**src/rtl/median_window_ctrl_pkg.sv**
```systemverilog
// Shared definitions for the 5x5 median window controller: FSM states and
// line/window geometry constants.
package median_pkg;

   typedef enum logic [1:0] {
      WAIT_FRAME = 2'd0,
      MEASURE    = 2'd1,
      RUN        = 2'd2
   } state_t;

   // Shortest line accepted as a frame's reference length.
   localparam int MIN_LINE = 8;
   localparam int WIN      = 5;

endpackage

```
**src/rtl/median_window_ctrl_edge_det.sv**
```systemverilog
// Registered rise/fall detector: compares the live input with its value
// from the previous clock.
module edge_det (
   input  logic clk,
   input  logic rst,
   input  logic i_sig,
   output logic o_rise,
   output logic o_fall
);

   logic r_prev;

   always_ff @(posedge clk) begin
      if (rst) r_prev <= 1'b0;
      else     r_prev <= i_sig;
   end

   assign o_rise = i_sig & ~r_prev;
   assign o_fall = ~i_sig & r_prev;

endmodule

```
**src/rtl/median_window_ctrl.sv**
```systemverilog
// Timing controller for a 5x5 median filter: measures the line length at
// frame start, tracks pixel position and flags when the window is populated.
module median_window_ctrl #(
   parameter int BRAM_SIZE_W = 13,
   parameter int Y_SIZE_W    = 12,
   parameter int WIN         = 5
) (
   input  logic                   clk,
   input  logic                   rst,
   input  logic                   de_in,
   input  logic                   vsync_in,
   output logic                   line_ce,
   output logic [BRAM_SIZE_W-1:0] h_size,
   output logic [BRAM_SIZE_W-1:0] x_pos,
   output logic [Y_SIZE_W-1:0]    y_pos,
   output logic                   win_valid,
   output logic                   size_err,
   output median_pkg::state_t     dbg_state
);
   import median_pkg::*;

   localparam logic [BRAM_SIZE_W-1:0] LEN_MAX  = {BRAM_SIZE_W{1'b1}};
   localparam logic [BRAM_SIZE_W-1:0] LEN_ONE  = BRAM_SIZE_W'(1);
   localparam logic [BRAM_SIZE_W-1:0] LEN_MIN  = BRAM_SIZE_W'(MIN_LINE);
   localparam logic [BRAM_SIZE_W-1:0] X_FIRST  = BRAM_SIZE_W'(WIN - 1);
   localparam logic [Y_SIZE_W-1:0]    Y_MAX    = {Y_SIZE_W{1'b1}};
   localparam logic [Y_SIZE_W-1:0]    Y_ONE    = Y_SIZE_W'(1);
   localparam logic [Y_SIZE_W-1:0]    Y_FIRST  = Y_SIZE_W'(WIN - 1);

   state_t                 r_state;
   state_t                 w_state_next;
   logic [BRAM_SIZE_W-1:0] r_len;
   logic [BRAM_SIZE_W-1:0] r_h_size;
   logic [BRAM_SIZE_W-1:0] r_x_pos;
   logic [Y_SIZE_W-1:0]    r_y_pos;
   logic                   r_win_valid;
   logic                   r_size_err;
   logic                   r_line_ok;
   logic                   w_de_rise;
   logic                   w_de_fall;
   logic                   w_vs_rise;
   logic                   w_vs_fall_unused;
   logic                   w_pix;
   logic                   w_fall_ok;
   logic                   w_meas_sat;
   logic                   w_set_err;
   logic                   w_load_h;

   edge_det u_de_edge (
      .clk    (clk),
      .rst    (rst),
      .i_sig  (de_in),
      .o_rise (w_de_rise),
      .o_fall (w_de_fall)
   );

   // Only the start of vsync matters; its end carries no meaning here.
   edge_det u_vs_edge (
      .clk    (clk),
      .rst    (rst),
      .i_sig  (vsync_in),
      .o_rise (w_vs_rise),
      .o_fall (w_vs_fall_unused)
   );

   // A line counts only if its rising de edge was seen after frame start,
   // so a line cut by vsync (or by reset) is never measured or checked.
   assign w_pix      = de_in && (r_line_ok || w_de_rise) && (r_state != WAIT_FRAME);
   assign w_fall_ok  = w_de_fall && r_line_ok;
   assign w_meas_sat = (r_state == MEASURE) && w_pix && (r_len == LEN_MAX - LEN_ONE);

   always_ff @(posedge clk) begin
      if (rst) r_state <= WAIT_FRAME;
      else     r_state <= w_state_next;
   end

   always_comb begin
      w_state_next = r_state;
      w_set_err    = 1'b0;
      w_load_h     = 1'b0;
      if (w_vs_rise) begin
         w_state_next = MEASURE;
      end else begin
         case (r_state)
            MEASURE: begin
               if (w_meas_sat) begin
                  w_set_err    = 1'b1;
                  w_state_next = WAIT_FRAME;
               end else if (w_fall_ok) begin
                  w_load_h = 1'b1;
                  if (r_len < LEN_MIN) begin
                     w_set_err    = 1'b1;
                     w_state_next = WAIT_FRAME;
                  end else begin
                     w_state_next = RUN;
                  end
               end
            end
            RUN: begin
               if (w_fall_ok && (r_len != r_h_size)) w_set_err = 1'b1;
            end
            default: ;
         endcase
      end
   end

   always_ff @(posedge clk) begin
      if (rst) begin
         r_len       <= '0;
         r_h_size    <= '0;
         r_x_pos     <= '0;
         r_y_pos     <= '0;
         r_size_err  <= 1'b0;
         r_line_ok   <= 1'b0;
         r_win_valid <= 1'b0;
      end else begin
         r_win_valid <= !w_vs_rise && w_pix && (r_state == RUN) &&
                        (r_x_pos >= X_FIRST) && (r_y_pos >= Y_FIRST) &&
                        !r_size_err && !w_set_err;
         if (w_vs_rise) begin
            r_len      <= '0;
            r_x_pos    <= '0;
            r_y_pos    <= '0;
            r_size_err <= 1'b0;
            r_line_ok  <= 1'b0;
         end else if (r_state == WAIT_FRAME) begin
            r_len     <= '0;
            r_x_pos   <= '0;
            r_y_pos   <= '0;
            r_line_ok <= 1'b0;
         end else begin
            if (w_set_err) r_size_err <= 1'b1;
            if (w_load_h)  r_h_size   <= r_len;
            if (w_de_rise)      r_line_ok <= 1'b1;
            else if (w_de_fall) r_line_ok <= 1'b0;
            if (w_pix) begin
               r_x_pos <= r_x_pos + LEN_ONE;
               if (r_len != LEN_MAX) r_len <= r_len + LEN_ONE;
            end else if (w_fall_ok) begin
               r_x_pos <= '0;
               r_len   <= '0;
               if (r_y_pos != Y_MAX) r_y_pos <= r_y_pos + Y_ONE;
            end
         end
      end
   end

   assign line_ce   = de_in && (r_state != WAIT_FRAME);
   assign h_size    = r_h_size;
   assign x_pos     = r_x_pos;
   assign y_pos     = r_y_pos;
   assign win_valid = r_win_valid;
   assign size_err  = r_size_err;
   assign dbg_state = r_state;

endmodule
```
**config.mk**
```make
export PLATFORM = sky130hd
export DESIGN_NAME = median_window_ctrl
export DESIGN_NICKNAME = d
export VERILOG_FILES = /design/src/rtl/median_window_ctrl_pkg.sv /design/src/rtl/median_window_ctrl_edge_det.sv /design/src/rtl/median_window_ctrl.sv
export SDC_FILE = /design/constraint.sdc
export NUM_CORES = 1
export LEC_CHECK = 0
export CAP_MARGIN = 20
export CORE_UTILIZATION = 50
export CTS_BUF_LIST = sky130_fd_sc_hd__clkbuf_2 sky130_fd_sc_hd__clkbuf_4 sky130_fd_sc_hd__clkbuf_8
export CTS_CLUSTER_SIZE = 28
export DETAILED_ROUTE_END_ITERATION = 7
export PLACE_DENSITY = 0.75
export SLEW_MARGIN = 20
export SYNTH_ARGS = -nofsm -noshare
export SYNTH_HDL_FRONTEND = slang
export SYNTH_SLANG_ARGS = --single-unit
```
**constraint.sdc**
```tcl
create_clock -name clk -period 2.64 [get_ports clk]
set_input_delay 0.792 -clock clk [delete_from_list [all_inputs] [get_ports clk]]
set_output_delay 0.792 -clock clk [all_outputs]
set_load 0.01 [all_outputs]
```
==> results of run 1 <==
## per-layer routing
metal  vias up  part of all wire  routed length [um]
li1       1374                 -                   -
met1      1312              0.45                3181
met2       103              0.45                3173
met3        19             0.064                 454
met4         0             0.034                 243
met5         -                 0                   0
## power groups by stage
| stage | Sequential (W) | Clock (W) | Combinational (W) |
|---|---|---|---|
| finish | 0.000881 | 0.000731 | 0.0000665 |
| global route | 0.000881 | 0.000788 | 0.0000722 |
| CTS | 0.000881 | 0.000745 | 0.0000661 |
| detailed placement | 0.000901 | 0 | 0.0000660 |
| global placement | 0.000900 | 0 | 0.0000654 |
| floorplan | 0.000900 | 0 | 0.0000351 |
## worst max path at each step
| stage | end | depth (start not counted) |
|---|---|---|
| floorplan | x_pos[6] | 6 |
| global placement | line_ce | 4 |
| detailed placement | x_pos[8] | 6 |
| CTS | line_ce | 5 |
| global route | line_ce | 4 |
| finish | line_ce | 4 |
## cells in the mapped netlist (all sizes together) (13+ instances only)
cell type	n	share of area
nor4	13	0.029
a21oi	13	0.022
nand3	26	0.043
dfxtp	58	0.38
nor2	52	0.065
inv	14	0.017
nand2	31	0.039
mux2i	15	0.050
xnor2	16	0.046
## sequential cells by signal, indices dropped and copies added, names as in the netlist
register and count:
h_size 13, r_len 13, x_pos 13, y_pos 12, dbg_state 2, r_line_ok 1, size_err 1, u_de_edge.r_prev 1
u_vs_edge.r_prev 1, win_valid 1
## layout make-up
cell class	count	area, um^2
clock buffer	13	160.2
clock inverter	3	15.01
fill	478	1857
inverter	14	52.55
multi-input combinational	267	1710
sequential	58	1164
tap	72	90.09
timing repair buffer	65	626.9
## stage by stage
step / worst slack [ns] / TNS, ns / util / cell area [um^2]
2_1_floorplan: 0.5328 / 0 / - / 3018
4_1_cts: 0.002996 / 0 / 0.6720 / 3814
5_1_grt: 0.04575 / 0 / 0.6728 / 3819
3_5_place_dp: -0.2500 / -1.982 / 0.6413 / 3640
3_3_place_gp: -0.1830 / -1.147 / 0.6413 / 3640
6_report: 0.07515 / 0 / 0.6728 / 3819
## worst max-delay path, delay by kind of cell
kind	cells	cell delay, ns
simple gates	1	0.07
buf+inv	3	0.91
## cells by family (layout without fill, tap and decap cells)
family,Yosys count,after routing,synth area share
compound gates,33,33,0.06841
buf+inv,35,95,0.04934
fa+ha+maj,11,11,0.04560
xor+xnor,27,27,0.07836
simple gates,174,174,0.2977
flops,58,58,0.3847
mux,22,22,0.07587
## what timing repair did
item / CTS / global route
pin swaps: 0 / 0
hold buffers: 0 / 0
endpoints found under the setup margin: 1 / 1
gates resized for setup: 1 / 3
==> summary.txt, run 1 <==
DR iter-0 viols - 169
Worst setup EP type - output port
largest net degree at the start of global routing - 27
EDFF count, synth - 0
Core ar. - 5675 um^2
Die ar. - 6351 um^2
WHS Endpoint - size_err
fmax - 389.9 MHz
Layout area overhead - 26.53%
R2R cell count - 7
outcome - finished, final reports clean
critical path cell sequence - dlygate4sd2_1 > nand2b_4 > inv_1 > clkdlybuf4s50_1
total CTS buffers - 9
arrival time at the worst endpoint - 1.77 ns
Tot GR Track Use - 0.2399
CTS tree - done
Finished Layout Cells - 492
Layout Nets - 430
DRT antenna net count - 0
Port Buf Inserts - 46
Final period util - 0.9715
M1 GR Usage - 0.3017
GRT overflow - 0
Initial Util - 0.5317
max cap viols - 0
Main synth FF type - dfxtp_1
Final Hold Vio Count - 0
busiest grt layer - met2
Worst Setup SP - de_in
CP Class - in2out
#FFs+latches synth - 58
clock insertion delay at the later pin of the skew report - 0.33 ns
Mapped Area - 3018 um^2
net switching power - 0.0003778 W
Clk pwr share - 0.435
die width - 79.69 um
internal reg-to-reg setup slack - 0.46 ns
Tmin final - 2.565 ns
Combinational Power Share - 0.040
first-pass detailed-route iteration total - 4
DPL Wire Length - 4.934 mm
Pleak - 1.434 nW
Clock transition at path regs - 0.06 ns
first-pass GRT wire length - 11.72 mm
post-synth cell types - 45
routed vias/inst - 5.707
Internal Power - 0.001301 W
Pwr Total - 0.001678 W
Setup crit start kind - primary input
Final Max Tran Viols - 0
CTS Root Cell - clkbuf_8
worst-margin pin slew - 0.4475 ns
number of global-route vias before repair - 2541
Clock Sinks - 58
Hold Crit Start - size_err
post-synthesis cell count - 360
Final Setup Violations - 0
WP data required - 1.85 ns
Remaining DRCs - 0
max_slew headroom - 0.7011
peak fanout along the critical path - 3
Seq/Total Area, Yosys - 0.3847
Hold WS - 0.5013 ns
Worst Hold Class - reg2reg
RSZ-0062 raised after global routing - no
H-tree Lvls - 3
GPL Wtd Cong - 0.8530
Sequential Power Share - 0.525
Yosys warning count - 0
GR Layer Usage met2 - 0.3769
r2r endpoint - x_pos[6]
Post-Route WL - 7.053 mm
Mapped Nets - 375
Antenna diodes - 0
PD cells - 439.5 nW/um^2
GRT met3 Usage - 0.05143
layout cells sized above 1 - 0.1262
most frequent cells in the layout - 56 x dfxtp_1, 52 x nor2_1, 45 x clkdlybuf4s50_1
placed insts - 476
switching part of the total - 0.2251
row cnt - 27
most common cell after layout, fill and taps aside - dfxtp_1
Die H - 79.69 um
slowest cell on the critical path - clkdlybuf4s50_1
VDD IR max - 284.4 uV
synthesized area per cell - 8.383 um^2
Ports - 47
RR Startpoint - dbg_state[1]
Wirelength per Cell - 14.34 um
Vias - 2808
ys async rst share - 0
CP max stage delay - 0.53 ns
post-CTS setup buffers - 0
clk buf depth - 2
Worst Hold Depth - 2
initial antenna violation count - 0
clk_skew - 0.004916 ns
No activity file was read; power rests on OpenSTA's default activity.
==> run 2: changes to the inputs <==
- GPL_TIMING_DRIVEN: default -> 0
- REMOVE_ABC_BUFFERS: default -> 1
==> summary.txt, run 2 (synthesis gave the netlist of run 1 again) <==
Final Max Tran Viols - 0
CP max stage delay - 0.77 ns
Initial Util - 0.5317
peak fanout along the critical path - 13
Remaining DRCs - 0
first-pass GRT wire length - 11.05 mm
Clock Sinks - 58
largest net degree at the start of global routing - 33
layout cells sized above 1 - 0.09000
arrival time at the worst endpoint - 2.59 ns
Worst Hold Class - reg2reg
post-CTS setup buffers - 0
VDD IR max - 329.9 uV
routed vias/inst - 5.608
Wirelength per Cell - 14.04 um
Die H - 79.69 um
outcome - finished, final reports clean
Clock transition at path regs - 0.06 ns
Antenna diodes - 0
DRT antenna net count - 0
Pleak - 1.381 nW
Final Hold Vio Count - 0
first-pass detailed-route iteration total - 4
CTS Hold Buffers Added - 0
Vias - 2647
setup TNS - 0 ns
most frequent cells in the layout - 56 x dfxtp_1, 51 x nor2_1, 43 x clkdlybuf4s50_1
DR iter-0 viols - 166
RSZ-0062 raised after global routing - no
Tmin final - 2.395 ns
Die ar. - 6351 um^2
H-tree Lvls - 3
GRT met3 Usage - 0.08800
Ports - 47
Layout area overhead - 22.64%
Util after Layout - 0.6521
M1 GR Usage - 0.2938
max_slew headroom - 0.4014
placed insts - 457
Core ar. - 5675 um^2
Port Buf Inserts - 46
GPL Wtd Cong - 0.8630
Finished Layout Cells - 472
clk_skew - 0.007617 ns
number of global-route vias before repair - 2330
DP Worst Slack - -0.6377 ns
Post-Route WL - 6.626 mm
clock insertion delay at the later pin of the skew report - 0.34 ns
Worst setup EP type - register
die width - 79.69 um
Final WS setup - 0.2448 ns
Final Setup Violations - 0
Layout Nets - 411
fmax - 417.5 MHz
max cap viols - 0
most common cell after layout, fill and taps aside - dfxtp_1
DPL Wire Length - 4.450 mm
GRT overflow - 0
total CTS buffers - 9
worst-margin pin slew - 0.8978 ns
row cnt - 27
slowest cell on the critical path - o21ai_2
Setup crit start kind - primary input
Tot GR Track Use - 0.2283
CTS tree - done
WP data required - 2.84 ns
Final period util - 0.9073
initial antenna violation count - 0
CP Class - in2reg
critical path cell sequence - dlygate4sd2_1 > ha_1 > o21ai_1 > o21ai_2 > mux2i_1 > nor2_1
busiest grt layer - met2
CTS Root Cell - clkbuf_8
PD cells - 462.5 nW/um^2
clk buf depth - 2
GR Layer Usage met2 - 0.3530
==> run 2: cell count changes in the layout (fill, tap and decap cells not counted), sizes merged <==
| cell | previous run | this run |
|---|---|---|
| clkinv | 3 | 2 |
| clkdlybuf4s50 | 45 | 43 |
| buf | 19 | 0 |
| dlymetal6s2s | 0 | 2 |
==> run 2: path summary, 6_finish.rpt <==
check	from	endpoint	slack, ns	depth (start not counted)
worst max-delay path	de_in	h_size[10]	0.24	6
worst min-delay path	size_err	size_err	0.51	2
worst max register to register	dbg_state[0]	h_size[10]	0.31	8
worst min register to register	size_err	size_err	0.51	2
==> run 2: metal layers <==
metal,vias to the layer above,wire length (um)
li1,1327,-
met1,1242,3146
met2,70,3057
met3,8,360
met4,0,61
met5,-,0
==> run 2: power breakdown <==
part	leakage [nW]	internal (W)	total, W	switching, W
combinational	0.811	0.0000192	0.0000556	0.0000363
clock	0.101	0.000434	0.000775	0.000340
sequential	0.469	0.000879	0.000882	0.00000304
==> run 2: cell type report <==
cell class	instances	area (um^2)
clock buffers	13	178.9
clock inverters	2	10.01
fillers	507	1974
inverters	14	52.55
multi-input cells	267	1742
flip-flops and latches	58	1164
well taps	72	90.09
repair buffers	46	464.2
==> run 2: timing repair <==
| action | CTS | global route |
|---|---|---|
| setup endpoints to repair | 29 | 11 |
| resized for setup | 6 | 4 |
| pin swaps | 0 | 0 |
==> run 2: critical path: cells and delay by family <==
kind / cells / cell delay, ns
AO/OA/AOI/OAI: 2 / 0.96
adder cells (fa/ha/maj): 1 / 0.22
buffers and inverters: 1 / 0.28
AND/OR/NAND/NOR: 1 / 0.06
multiplexers: 1 / 0.28
==> run 2: stage by stage <==
step	hold slack (ns)	area, um^2	total power [W]
after detailed placement	0.4994	3477	0.0009539
after CTS	0.5079	3677	0.001731
after global routing	0.5263	3701	0.001780
final	0.5067	3701	0.001712
after floorplan	0.5071	2922	0.0009300
after global placement	0.4970	3472	0.0009525
